===== src/rtl/hazard_sched.sv =====
// rtl/hazard_sched.sv - pipeline hazard stall, interrupt flush/redirect sequencer and mult/div busy tracker
// Optional multiply/divide unit tracking enabled by HAZARD_SCHED_MD_UNIT_EN.
module hazard_sched (
    input  logic       clk,
    input  logic       reset,
    input  logic [4:0] A1_D,
    input  logic [4:0] A2_D,
    input  logic [1:0] Tuse_rs,
    input  logic [1:0] Tuse_rt,
    input  logic       use_rs,
    input  logic       use_rt,
    input  logic [4:0] WriteAddr_E,
    input  logic [4:0] WriteAddr_M,
    input  logic [1:0] Tnew_E,
    input  logic [1:0] Tnew_M,
    input  logic       md_start,
    input  logic       md_op,
    input  logic       md_use_D,
    input  logic       int_req,
    output logic       stall,
    output logic       flush_all,
    output logic       redirect,
    output logic       md_busy
);

    typedef enum logic [1:0] {
        IDLE     = 2'd0,
        FLUSH    = 2'd1,
        REDIRECT = 2'd2
    } state_t;

    state_t state_q, state_d;
    logic   flush_all_q;
    logic   redirect_q;
    logic   rs_hit;
    logic   rt_hit;
    logic   md_hit;

    // A producer only hazards when its result is still further away than the consumer's need.
    assign rs_hit = use_rs && (A1_D != 5'd0) &&
                    (((A1_D == WriteAddr_E) && (Tnew_E > Tuse_rs)) ||
                     ((A1_D == WriteAddr_M) && (Tnew_M > Tuse_rs)));
    assign rt_hit = use_rt && (A2_D != 5'd0) &&
                    (((A2_D == WriteAddr_E) && (Tnew_E > Tuse_rt)) ||
                     ((A2_D == WriteAddr_M) && (Tnew_M > Tuse_rt)));

    assign stall = (rs_hit || rt_hit || md_hit) && (state_q == IDLE) && reset;

    always_comb begin
        state_d = state_q;
        case (state_q)
            IDLE:     if (int_req) state_d = FLUSH;
            FLUSH:    state_d = REDIRECT;
            REDIRECT: state_d = IDLE;
            default:  state_d = IDLE;
        endcase
    end

    always_ff @(posedge clk) begin
        if (!reset) begin
            state_q     <= IDLE;
            flush_all_q <= 1'b0;
            redirect_q  <= 1'b0;
        end else begin
            state_q     <= state_d;
            flush_all_q <= (state_d == FLUSH);
            redirect_q  <= (state_d == REDIRECT);
        end
    end

    assign flush_all = flush_all_q;
    assign redirect  = redirect_q;

`ifdef HAZARD_SCHED_MD_UNIT_EN
    logic [3:0] md_cnt_q, md_cnt_d;
    logic       md_busy_q;

    // A running operation runs to completion; a new start is only accepted when idle.
    always_comb begin
        md_cnt_d = md_cnt_q;
        if (md_cnt_q != 4'd0)
            md_cnt_d = md_cnt_q - 4'd1;
        else if (md_start)
            md_cnt_d = md_op ? 4'd10 : 4'd5;
    end

    always_ff @(posedge clk) begin
        if (!reset) begin
            md_cnt_q  <= 4'd0;
            md_busy_q <= 1'b0;
        end else begin
            md_cnt_q  <= md_cnt_d;
            md_busy_q <= (md_cnt_d != 4'd0);
        end
    end

    assign md_busy = md_busy_q;
    assign md_hit  = md_use_D && (md_busy_q || md_start);
`else
    logic unused_md;

    assign unused_md = ^{md_start, md_op, md_use_D};
    assign md_busy   = 1'b0;
    assign md_hit    = 1'b0;
`endif

endmodule


===== config.mk =====
export PLATFORM = sky130hd
export DESIGN_NAME = hazard_sched
export DESIGN_NICKNAME = d
export VERILOG_FILES = /design/src/rtl/hazard_sched.sv
export SDC_FILE = /design/constraint.sdc
export NUM_CORES = 1
export LEC_CHECK = 0
export ABC_AREA = 1
export BUFFER_PORTS_ARGS = -buffer_cell sky130_fd_sc_hd__buf_2
export CELL_PAD_IN_SITES_DETAIL_PLACEMENT = 1
export CELL_PAD_IN_SITES_GLOBAL_PLACEMENT = 2
export CORE_MARGIN = 3
export CORE_UTILIZATION = 19
export DETAILED_ROUTE_END_ITERATION = 16
export GPL_TIMING_DRIVEN = 1
export HOLD_SLACK_MARGIN = 0.08
export PLACE_DENSITY_LB_ADDON = 0.1
export SLEW_MARGIN = 30
export SYNTH_ARGS = -nofsm -noshare
export SYNTH_HDL_FRONTEND = slang
export SYNTH_SLANG_ARGS = --single-unit

===== constraint.sdc =====
create_clock -name clk -period 1.2 [get_ports clk]
set_clock_uncertainty 0.05 [all_clocks]
set_input_delay 0.06 -clock clk [delete_from_list [all_inputs] [get_ports clk]]
set_output_delay 0.06 -clock clk [all_outputs]
set_load 0.03 [all_outputs]

======== After elaboration in Yosys (flattened, before gate mapping) ========
Cells that the tools add are included.
storage, ports and cells
  register bits ........................... 4
  logic and storage cells ................. 32
  output and inout port bits .............. 4
cells by class
  eq/ne operators ......................... 7
  reductions and logical operators ........ 16
  mux-type cells .......................... 2
  order comparisons ....................... 4
operators by type and width
  kind                  count
  $eq A5 B5 Y1          4
  $logic_and A1 B1 Y1   10
  $reduce_bool A5 Y1    2
  $gt A2 B2 Y1          4
  $eq A2 B1 Y1 const B  2
  $pmux W2 S2           1
  $logic_or A1 B1 Y1    3
  $eq A2 B2 Y1 const B  1
  $logic_not A2 Y1      1
  $mux W2               1

======== Logic depth before layout (Yosys ltp) ========
Gate-level depths: netlist of run 1.
  word-level depth ........................ 7
  gate-level depth with buffers ........... 11
  gate-level depth less buffers ........... 11

======== Worst setup path after synthesis of run 1 ========
Ideal clock, no wire load.
  path kind ............................... in2out
  from .................................... input port Tuse_rs[1]
  to ...................................... output port stall
  path buffers ............................ 0
  required time ........................... 1,090 ps
  path slack .............................. -60 ps
  arrival time ............................ 1,150 ps
  stages on the path ...................... 11
  cells stage by stage .................... inv_1 ha_1 nand2_1 inv_1 nor2_1 nand2_1 nor2_2 nand2_1 nand2_1 nand2_1 a21oi_2
between the ends
  longest elaborated chain between the ends .. 7
ends and longest elaborated chain
  element                                 RTL line  source
  start, declared                         8         input logic [1:0] Tuse_rs,
  $gt A2 B2 Y1 (on tied branches)         41, 42
  $logic_and A1 B1 Y1 (on tied branches)  41, 42
  $logic_or A1 B1 Y1 *                    41        (((A1_D == WriteAddr_E) && (Tnew_E > Tuse_rs)) ||
  $logic_and A1 B1 Y1 *                   40        assign rs_hit = use_rs && (A1_D != 5'd0) &&
  $logic_or A1 B1 Y1 *                    47        assign stall = (rs_hit || rt_hit || md_hit) && (state_q == IDLE) && reset;
  $logic_and A1 B1 Y1 * (2 in series)     47
  end, declared                           20        output logic stall,
Mark *: on every way between the ends. The rest lies on a longest branch, timed or not.

======== Worst setup path in the final report of run 1 ========
Ends and elaborated chain as after synthesis.

==> impl_metrics.yaml, run 1 <==
worst_hold_path:
  min_path_type: "in2reg"
  hold_start: "reset"
sta:
  fin_ws_ns: -0.148
  hold_viol_final: 0
  rsz0062_at_grt: "yes"
  slew_violations: 0
  holdWs_ns: 0.134
  setup_viol: 1
  max_clock_freq_mhz: 742
  period_needed_ns: 1.35
  min_period_over_period: 1.12
  fin_tns_setup_ns: -0.148
global_route:
  grt_max_degree: 6
  grtUsageTotal: 0.110
  gr-total-overflow: 0
  antenna_found_initial: 0
  grt_pass1_wl_mm: 3.82
  grt_pass1_vias: 911
cells_and_area:
  final_cell_area_um2: 1040
  area_growth_syn_to_layout_pct: 52.7
  num_antenna_cells: 0
  final_util: 0.306
  drive_above_1_share: 0.331
  layout.nets: 217
  finalNonFillerCells: 218
detailed_routing:
  drc: 0
  routedWlPerCell_um: 10.6
  antenna_left: 0
  vias_per_cell: 4.00
  routed_wl_mm: 2.31
  vias: 872
  dr.pass1.iters: 4
  drt_iter0_drc: 24
pwr:
  seq_power_share: 0.185
  p_per_area_nw_per_um2: 563
  sw_frac_of_total: 0.378
  p_switching_uw: 221
  pwr-share-comb: 0.528
  p_clk_frac: 0.287
  total_power_uw: 584
  p_leak_nw: 0.627
  ir_worst_vdd_mv: 0.144
  power.internal_uw: 363
clocking:
  worstSkewPairLatency_ns: 0.22
  clk_pin_slew_worst_paths_ns: 0.03
  cts_tree: "done"
  cts_root_buffer: "clkbuf_4"
  cts_max_level: 1
  clock_path_buffers: 2
  cts_inserted_buffers: 3
  cts.sinks: 3
job:
  maxCapViolCount: 0
floorplan:
  dieArea_um2: 4330
  core_area_um2: 3390
  die_w_um: 65.8
  dieHeight_um: 65.8
  initial_core_util: 0.200
  io_pins: 40
  rows: 21
worst_setup_path:
  critPathLaunchType: "input port"
  critical_path_buf_inv_count: 3
  path_cells: "buf_2, inv_2, ha_1, nand2_2, nand3_2, nor2_1, nand3_1, nand2_1, nand2_2, a21oi_4, buf_6"
  arrival_ns: 1.24
  crit_type: "in2out"
  crit_path_max_incr_delay_ns: 0.32
  critPathMostFrequentCell: "nand2_2"
  critPathMaxFanout: 2
  reg2reg_from: "state_q[1]"
  endpoint_kind: "output pin"
  cp-startpoint: "Tuse_rs[1]"
  r2r_slack_ns: 0.46
  crit_path_top_delay_cell: "ha_1"
  required_ns: 1.09
  crit_family: "simple AND/OR/NAND/NOR gates"
outcome:
  run_status: "complete, but fails checks"
  violations: "setup timing"
logic_synthesis:
  syn_area_per_cell_um2: 5.19
  ys.flop_type: "dfxtp_1"
  syn-num-nets: 175
  synthesis.instances: 131
  post_synth_num_cell_types: 19
  syn_area_um2: 679
  yosys_warnings: 0
  yosysTopAreaCell: "nand2_1"
  synth_most_common_cell: "nand2_1"
  synth-edff-count: 0
  synthTopCellsByArea: "nand2_1, inv_1, ha_1, nor2_1, dfxtp_1"
  netlist_top_cells_count: "nand2_1, inv_1, nor2_1"
  seq_area_frac_synth: 0.0884
  synth-async-reset-ratio: 0
  synth_top_area_share: 0.243
  ys_seq_elements: 3
placed_design:
  place_ws_ns: -0.274
  place.gp.congestion: 0.729
  dpl.hpwl_mm: 2.09
  numPortBuffers: 35
  placed_area_um2: 920
  place_inst: 212
power by group through the flow:
stage	Combinational [mW]	Clock (mW)	Sequential, mW
after floorplan	0.153	0	0.116
after global placement	0.278	0	0.109
after CTS	0.311	0.172	0.108
after detailed placement	0.283	0	0.110
after global routing	0.360	0.186	0.109
final	0.309	0.168	0.108
metal layers:
| metal | vias to the layer above | track usage | share of wire |
|---|---|---|---|
| met4 | 0 | 0.00777 | 0 |
| li1 | 471 | - | - |
| met5 | - | 0 | 0 |
| met3 | 0 | 0.00340 | 0.041 |
| met2 | 17 | 0.207 | 0.51 |
| met1 | 384 | 0.144 | 0.45 |
state kept, by name, indices dropped and copies added (netlist names):
register / cells
state_q: 2
flush_all: 1
layout make-up:
class	count	area, um^2
clock buffer	4	26.3
timing repair buffer	38	209
inverter	30	113
tap	46	57.6
multi-input combinational	97	572
sequential	3	60.1
fill	465	2350
worst paths after layout:
path / cells after the start / endpoint
hold reg to reg: 1 / state_q[1]
setup reg to reg: 3 / state_q[0]
setup / recovery: 11 / stall
hold / removal: 3 / flush_all
what timing repair did:
item,4_1_cts,5_1_grt
hold buffers,2,0
resized for setup,12,2
setup endpoints to repair,1,1
setup buffers,0,0
endpoints found under the hold margin,3,0
gates cloned,0,0
pin swaps,4,3
worst reg2reg max path, cell delays in order, from the launching register on:
cell     delay [ns]
dfxtp_1        0.33
nor2_1         0.05
nand2_1        0.14
nor2_1         0.06
kinds of logic after synthesis:
| family | synth area share |
|---|---|
| simple gates | 0.442 |
| compound gates | 0.0755 |
| other cells | 0.00552 |
| fa+ha+maj | 0.147 |
| xor+xnor | 0.0645 |
| buf+inv | 0.177 |
| flops | 0.0884 |
cells in the final DEF, fill, tap and decap left out, drive strengths merged, types with 2 or more instances in the layout:
master,count
dlygate4sd3,2
inv,30
xor2,4
a21oi,4
clkbuf,4
nand3,8
nand2,45
ha,8
o21ai,4
buf,36
nor2,19
dfxtp,3
(Power assumes the default switching activity.)
==> run 2: changes to the inputs <==
--- a/config.mk
+++ b/config.mk
@@ -5,16 +5,17 @@
 export SDC_FILE = /design/constraint.sdc
 export NUM_CORES = 1
 export LEC_CHECK = 0
-export ABC_AREA = 1
 export BUFFER_PORTS_ARGS = -buffer_cell sky130_fd_sc_hd__buf_2
 export CELL_PAD_IN_SITES_DETAIL_PLACEMENT = 1
 export CELL_PAD_IN_SITES_GLOBAL_PLACEMENT = 2
 export CORE_MARGIN = 3
 export CORE_UTILIZATION = 19
+export CTS_CLUSTER_DIAMETER = 30
 export DETAILED_ROUTE_END_ITERATION = 16
 export GPL_TIMING_DRIVEN = 1
 export HOLD_SLACK_MARGIN = 0.08
 export PLACE_DENSITY_LB_ADDON = 0.1
+export RECOVER_POWER = 50
 export SLEW_MARGIN = 30
 export SYNTH_ARGS = -nofsm -noshare
 export SYNTH_HDL_FRONTEND = slang
==> impl_metrics.yaml, run 2 <==
outcome:
  run_status: "complete, but fails checks"
  violations: "setup timing"
placed_design:
  place.gp.congestion: 0.669
  numPortBuffers: 35
  placed_area_um2: 860
  place_ws_ns: -0.307
  dpl.hpwl_mm: 1.56
sta:
  period_needed_ns: 1.35
  fin_ws_ns: -0.149
  holdWs_ns: 0.227
  hold_viol_final: 0
  slew_violations: 0
  fin_tns_setup_ns: -0.149
  min_period_over_period: 1.12
  setup_viol: 1
  max_clock_freq_mhz: 741
  rsz0062_at_grt: "yes"
detailed_routing:
  vias_per_cell: 4.32
  routedWlPerCell_um: 11.9
  drt_iter0_drc: 9
  vias: 613
  antenna_left: 0
  routed_wl_mm: 1.69
  drc: 0
  dr.pass1.iters: 2
cells_and_area:
  mostFrequentLayoutCells: "buf_2, xor2_1, buf_4"
  regMostFlops: "state_q"
  mostFrequentLayoutCell: "buf_2"
  final_util: 0.386
  final_cell_area_um2: 1000
  layout.nets: 157
  drive_above_1_share: 0.580
  num-fill-cells: 322
  area_growth_syn_to_layout_pct: 83.7
  num_antenna_cells: 0
  largest_reg_flops: 2
worst_setup_path:
  path_cells: "buf_2, inv_2, ha_4, nand2_2, nand4_1, nor4_2, a21oi_2, o22ai_2, buf_6"
  critPathMaxFanout: 2
  r2r_cells: 2
  required_ns: 1.09
  arrival_ns: 1.24
  crit_path_max_incr_delay_ns: 0.25
  critical_path_buf_inv_count: 3
  critPathLaunchType: "input port"
  r2r-end: "state_q[0]"
  crit_path_top_delay_cell: "nor4_2"
  endpoint_kind: "output pin"
  r2r_slack_ns: 0.39
  reg2reg_from: "state_q[0]"
  crit_type: "in2out"
  crit_family: "simple AND/OR/NAND/NOR gates"
clocking:
  worstSkewPairLatency_ns: 0.23
  cts_tree: "done"
  cts_root_buffer: "clkbuf_4"
  postCtsSetupBuffers: 0
  cts.sinks: 3
  clock_path_buffers: 2
  cts_inserted_buffers: 3
  clk_pin_slew_worst_paths_ns: 0.03
  cts_max_level: 1
floorplan:
  dieArea_um2: 3540
  initial_core_util: 0.210
  dieHeight_um: 59.5
  core_area_um2: 2590
  rows: 18
  die_w_um: 59.5
  io_pins: 40
logic_synthesis:
  yosysTopAreaCell: "xor2_1"
  ys_seq_elements: 3
  syn_area_um2: 544
  synth-edff-count: 0
  syn-num-nets: 110
  yosys_warnings: 0
  synth-async-reset-ratio: 0
  ys.flop_type: "dfxtp_1"
  synth_top_area_share: 0.225
  syn_area_per_cell_um2: 8.25
  netlist_top_cells_count: "xor2_1, ha_1, inv_1"
  synthesis.instances: 66
  synth_most_common_cell: "xor2_1"
  seq_area_frac_synth: 0.110
  post_synth_num_cell_types: 19
  synthTopCellsByArea: "xor2_1, ha_1, dfxtp_1, xnor2_1, a21oi_1"
worst_hold_path:
  whs_endpoint: "state_q[0]"
  hold_depth: 3
  hold_start: "reset"
  min_path_type: "in2reg"
global_route:
  grt_pass1_wl_mm: 2.56
  grt_pass1_vias: 628
  antenna_found_initial: 0
  grt_max_degree: 5
  grtUsageTotal: 0.0959
  gr-total-overflow: 0
pwr:
  p_leak_nw: 0.431
  p_per_area_nw_per_um2: 610
  ir_worst_vdd_mv: 0.720
job:
  maxCapViolCount: 0
## run 2: cell types whose count changed after synthesis, sizes merged, moves of 4 or more
cell   delta
inv      -22
nand2    -43
nand3     -8
nor2     -19
o21ai     -4
xnor2     +5
xor2     +10
## run 2: worst min-delay path, cell delays in order
cell and delay (ns):
buf_2 0.11, nor3b_4 0.15, and2_1 0.14
## run 2: worst max path at each step
| stage | startpoint | endpoint | slack [ns] | depth (start not counted) |
|---|---|---|---|---|
| finish | Tnew_E[0] | stall | -0.15 | 9 |
| global route | state_q[0] | stall | -0.24 | 4 |
| CTS | state_q[0] | stall | -0.16 | 4 |
| detailed placement | Tuse_rt[1] | stall | -0.31 | 8 |
| global placement | Tuse_rt[1] | stall | -0.30 | 8 |
| floorplan | Tnew_M[0] | stall | -0.005 | 5 |
## run 2: cells by family after synthesis
logic type,after synthesis,share of synthesized area
buf+inv,9,0.0690
flops,3,0.110
compound gates,11,0.149
xor+xnor,20,0.322
other cells,1,0.00689
simple gates,14,0.159
fa+ha+maj,8,0.184
## run 2: where the power goes
group	internal [mW]	switching, mW
Sequential	0.107	0.00388
Clock	0.124	0.0482
Combinational	0.165	0.162
## run 2: per-layer routing
| metal | vias up | global-route usage | part of all wire |
|---|---|---|---|
| met5 | - | 0 | 0 |
| met4 | 0 | 0.0190 | 0 |
| met3 | 0 | 0.0174 | 0.066 |
| met2 | 20 | 0.187 | 0.53 |
| met1 | 272 | 0.106 | 0.40 |
| li1 | 321 | - | - |
## run 2: layout make-up
| cell class | count | area (um^2) | area share |
|---|---|---|---|
| Multi-Input combinational cell | 54 | 582 | 0.582 |
| Timing Repair Buffer | 43 | 254 | 0.254 |
| Sequential cell | 3 | 62.6 | 0.0626 |
| Inverter | 8 | 37.5 | 0.0375 |
| Tap cell | 30 | 37.5 | 0.0375 |
| Clock buffer | 4 | 26.3 | 0.0263 |
## run 2: metrics by stage
step / instances / total power, mW
5_1_grt: 142 / 0.668
3_3_place_gp: 136 / 0.386
4_1_cts: 142 / 0.624
3_5_place_dp: 136 / 0.392
6_report: 142 / 0.609
2_1_floorplan: 66 / 0.261
## run 2: repair_timing
action	CTS	global route
endpoints found under the setup margin	1	1
gates resized for setup	17	0
pin swaps	9	0
hold endpoints to repair	3	0
hold buffers	2	0
==> run 3: changes to the inputs <==
--- a/config.mk
+++ b/config.mk
@@ -15,7 +15,6 @@
 export GPL_TIMING_DRIVEN = 1
 export HOLD_SLACK_MARGIN = 0.08
 export PLACE_DENSITY_LB_ADDON = 0.1
-export RECOVER_POWER = 50
 export SLEW_MARGIN = 30
 export SYNTH_ARGS = -nofsm -noshare
 export SYNTH_HDL_FRONTEND = slang
==> impl_metrics.yaml, run 3 (synthesis results as in run 2) <==
sta:
  period_needed_ns: 1.35
  setup_viol: 1
  hold_viol_final: 0
  min_period_over_period: 1.12
  fin_ws_ns: -0.149
  max_clock_freq_mhz: 741
  slew_violations: 0
  rsz0062_at_grt: "yes"
floorplan:
  initial_core_util: 0.210
  die_w_um: 59.5
  dieArea_um2: 3540
  core_area_um2: 2590
  dieHeight_um: 59.5
  rows: 18
  io_pins: 40
detailed_routing:
  vias_per_cell: 4.32
  drt_iter0_drc: 9
  routed_wl_mm: 1.69
  vias: 613
  antenna_left: 0
  dr.pass1.iters: 2
  routedWlPerCell_um: 11.9
  drc: 0
outcome:
  run_status: "complete, but fails checks"
  violations: "setup timing"
placed_design:
  place_inst: 136
  dpl.hpwl_mm: 1.56
  numPortBuffers: 35
  place.gp.congestion: 0.669
cells_and_area:
  num_antenna_cells: 0
  drive_above_1_share: 0.589
  mostFrequentLayoutCell: "buf_2"
  finalNonFillerCells: 142
  regMostFlops: "state_q"
  layout.nets: 157
  area_growth_syn_to_layout_pct: 83.9
  largest_reg_flops: 2
  mostFrequentLayoutCells: "buf_2, xor2_1, buf_4"
  num-fill-cells: 321
worst_setup_path:
  arrival_ns: 1.24
  required_ns: 1.09
  r2r_cells: 2
  critPathLaunchType: "input port"
  endpoint_kind: "output pin"
  critPathMaxFanout: 2
  crit_type: "in2out"
worst_hold_path:
  hold_depth: 3
  min_path_type: "in2reg"
global_route:
  gr-total-overflow: 0
  grt_max_degree: 5
  antenna_found_initial: 0
  grt_pass1_vias: 628
  grtUsageTotal: 0.0959
  grt_pass1_wl_mm: 2.56
pwr:
  p_leak_nw: 0.435
  p_per_area_nw_per_um2: 609
  ir_worst_vdd_mv: 0.720
  total_power_uw: 610
job:
  maxCapViolCount: 0
clocking:
  clk_pin_slew_worst_paths_ns: 0.03
  cts_max_level: 1
  cts_root_buffer: "clkbuf_4"
  postCtsSetupBuffers: 0
  cts_tree: "done"
  clock_path_buffers: 2
  cts_inserted_buffers: 3
  cts.sinks: 3
  worstSkewPairLatency_ns: 0.23
-- run 3: critical path: stages --
cell and delay [ns]:
buf_2 0.10, inv_2 0.07, ha_4 0.20, nand2_2 0.06, nand4_1 0.11, nor4_2 0.25
a21oi_2 0.06, o22ai_2 0.18, buf_6 0.15
-- run 3: per-stage QoR --
stage | setup slack, ns | hold WS, ns | util | setup TNS [ns] | area, um^2
2_1_floorplan | -0.00547 | 0.132 | - | -0.00547 | 609
3_3_place_gp | -0.301 | 0.221 | 0.332 | -0.301 | 860
3_5_place_dp | -0.307 | 0.228 | 0.332 | -0.307 | 860
4_1_cts | -0.165 | 0.223 | 0.386 | -0.165 | 1000
5_1_grt | -0.245 | 0.227 | 0.386 | -0.245 | 1000
6_report | -0.149 | 0.228 | 0.386 | -0.149 | 1000
-- run 3: area by class of cell --
class	count	area [um^2]	area share
clock buffers	4	26.3	0.0263
well taps	30	37.5	0.0375
multi-input cells	54	582	0.581
repair buffers	43	255	0.255
inverters	8	37.5	0.0375
flip-flops and latches	3	62.6	0.0625
-- run 3: routing by layer --
metal / global-route usage / up-vias / share of wire / wire length, um
met5: 0 / - / 0 / 0
met4: 0.0190 / 0 / 0 / 0
met3: 0.0174 / 0 / 0.066 / 112
met2: 0.187 / 20 / 0.53 / 894
met1: 0.106 / 272 / 0.40 / 680
li1: - / 321 / - / -
-- run 3: where the power goes --
| part | total (mW) | switching, mW | internal, mW |
|---|---|---|---|
| Clock | 0.172 | 0.0482 | 0.124 |
| Combinational | 0.327 | 0.162 | 0.165 |
| Sequential | 0.111 | 0.00383 | 0.107 |
-- run 3: final timing paths --
kind	end	startpoint	slack (ns)
setup / recovery	stall	Tnew_E[0]	-0.15
hold reg to reg	state_q[1]	state_q[0]	0.47
setup reg to reg	state_q[0]	state_q[0]	0.39
hold / removal	state_q[0]	reset	0.23
-- run 3: timing repair --
action                     in CTS  in global routing
hold buffers                    2                  0
hold endpoints to repair        3                  0
setup endpoints to repair       1                  1
resized for setup              17                  0
pin swaps                       9                  0
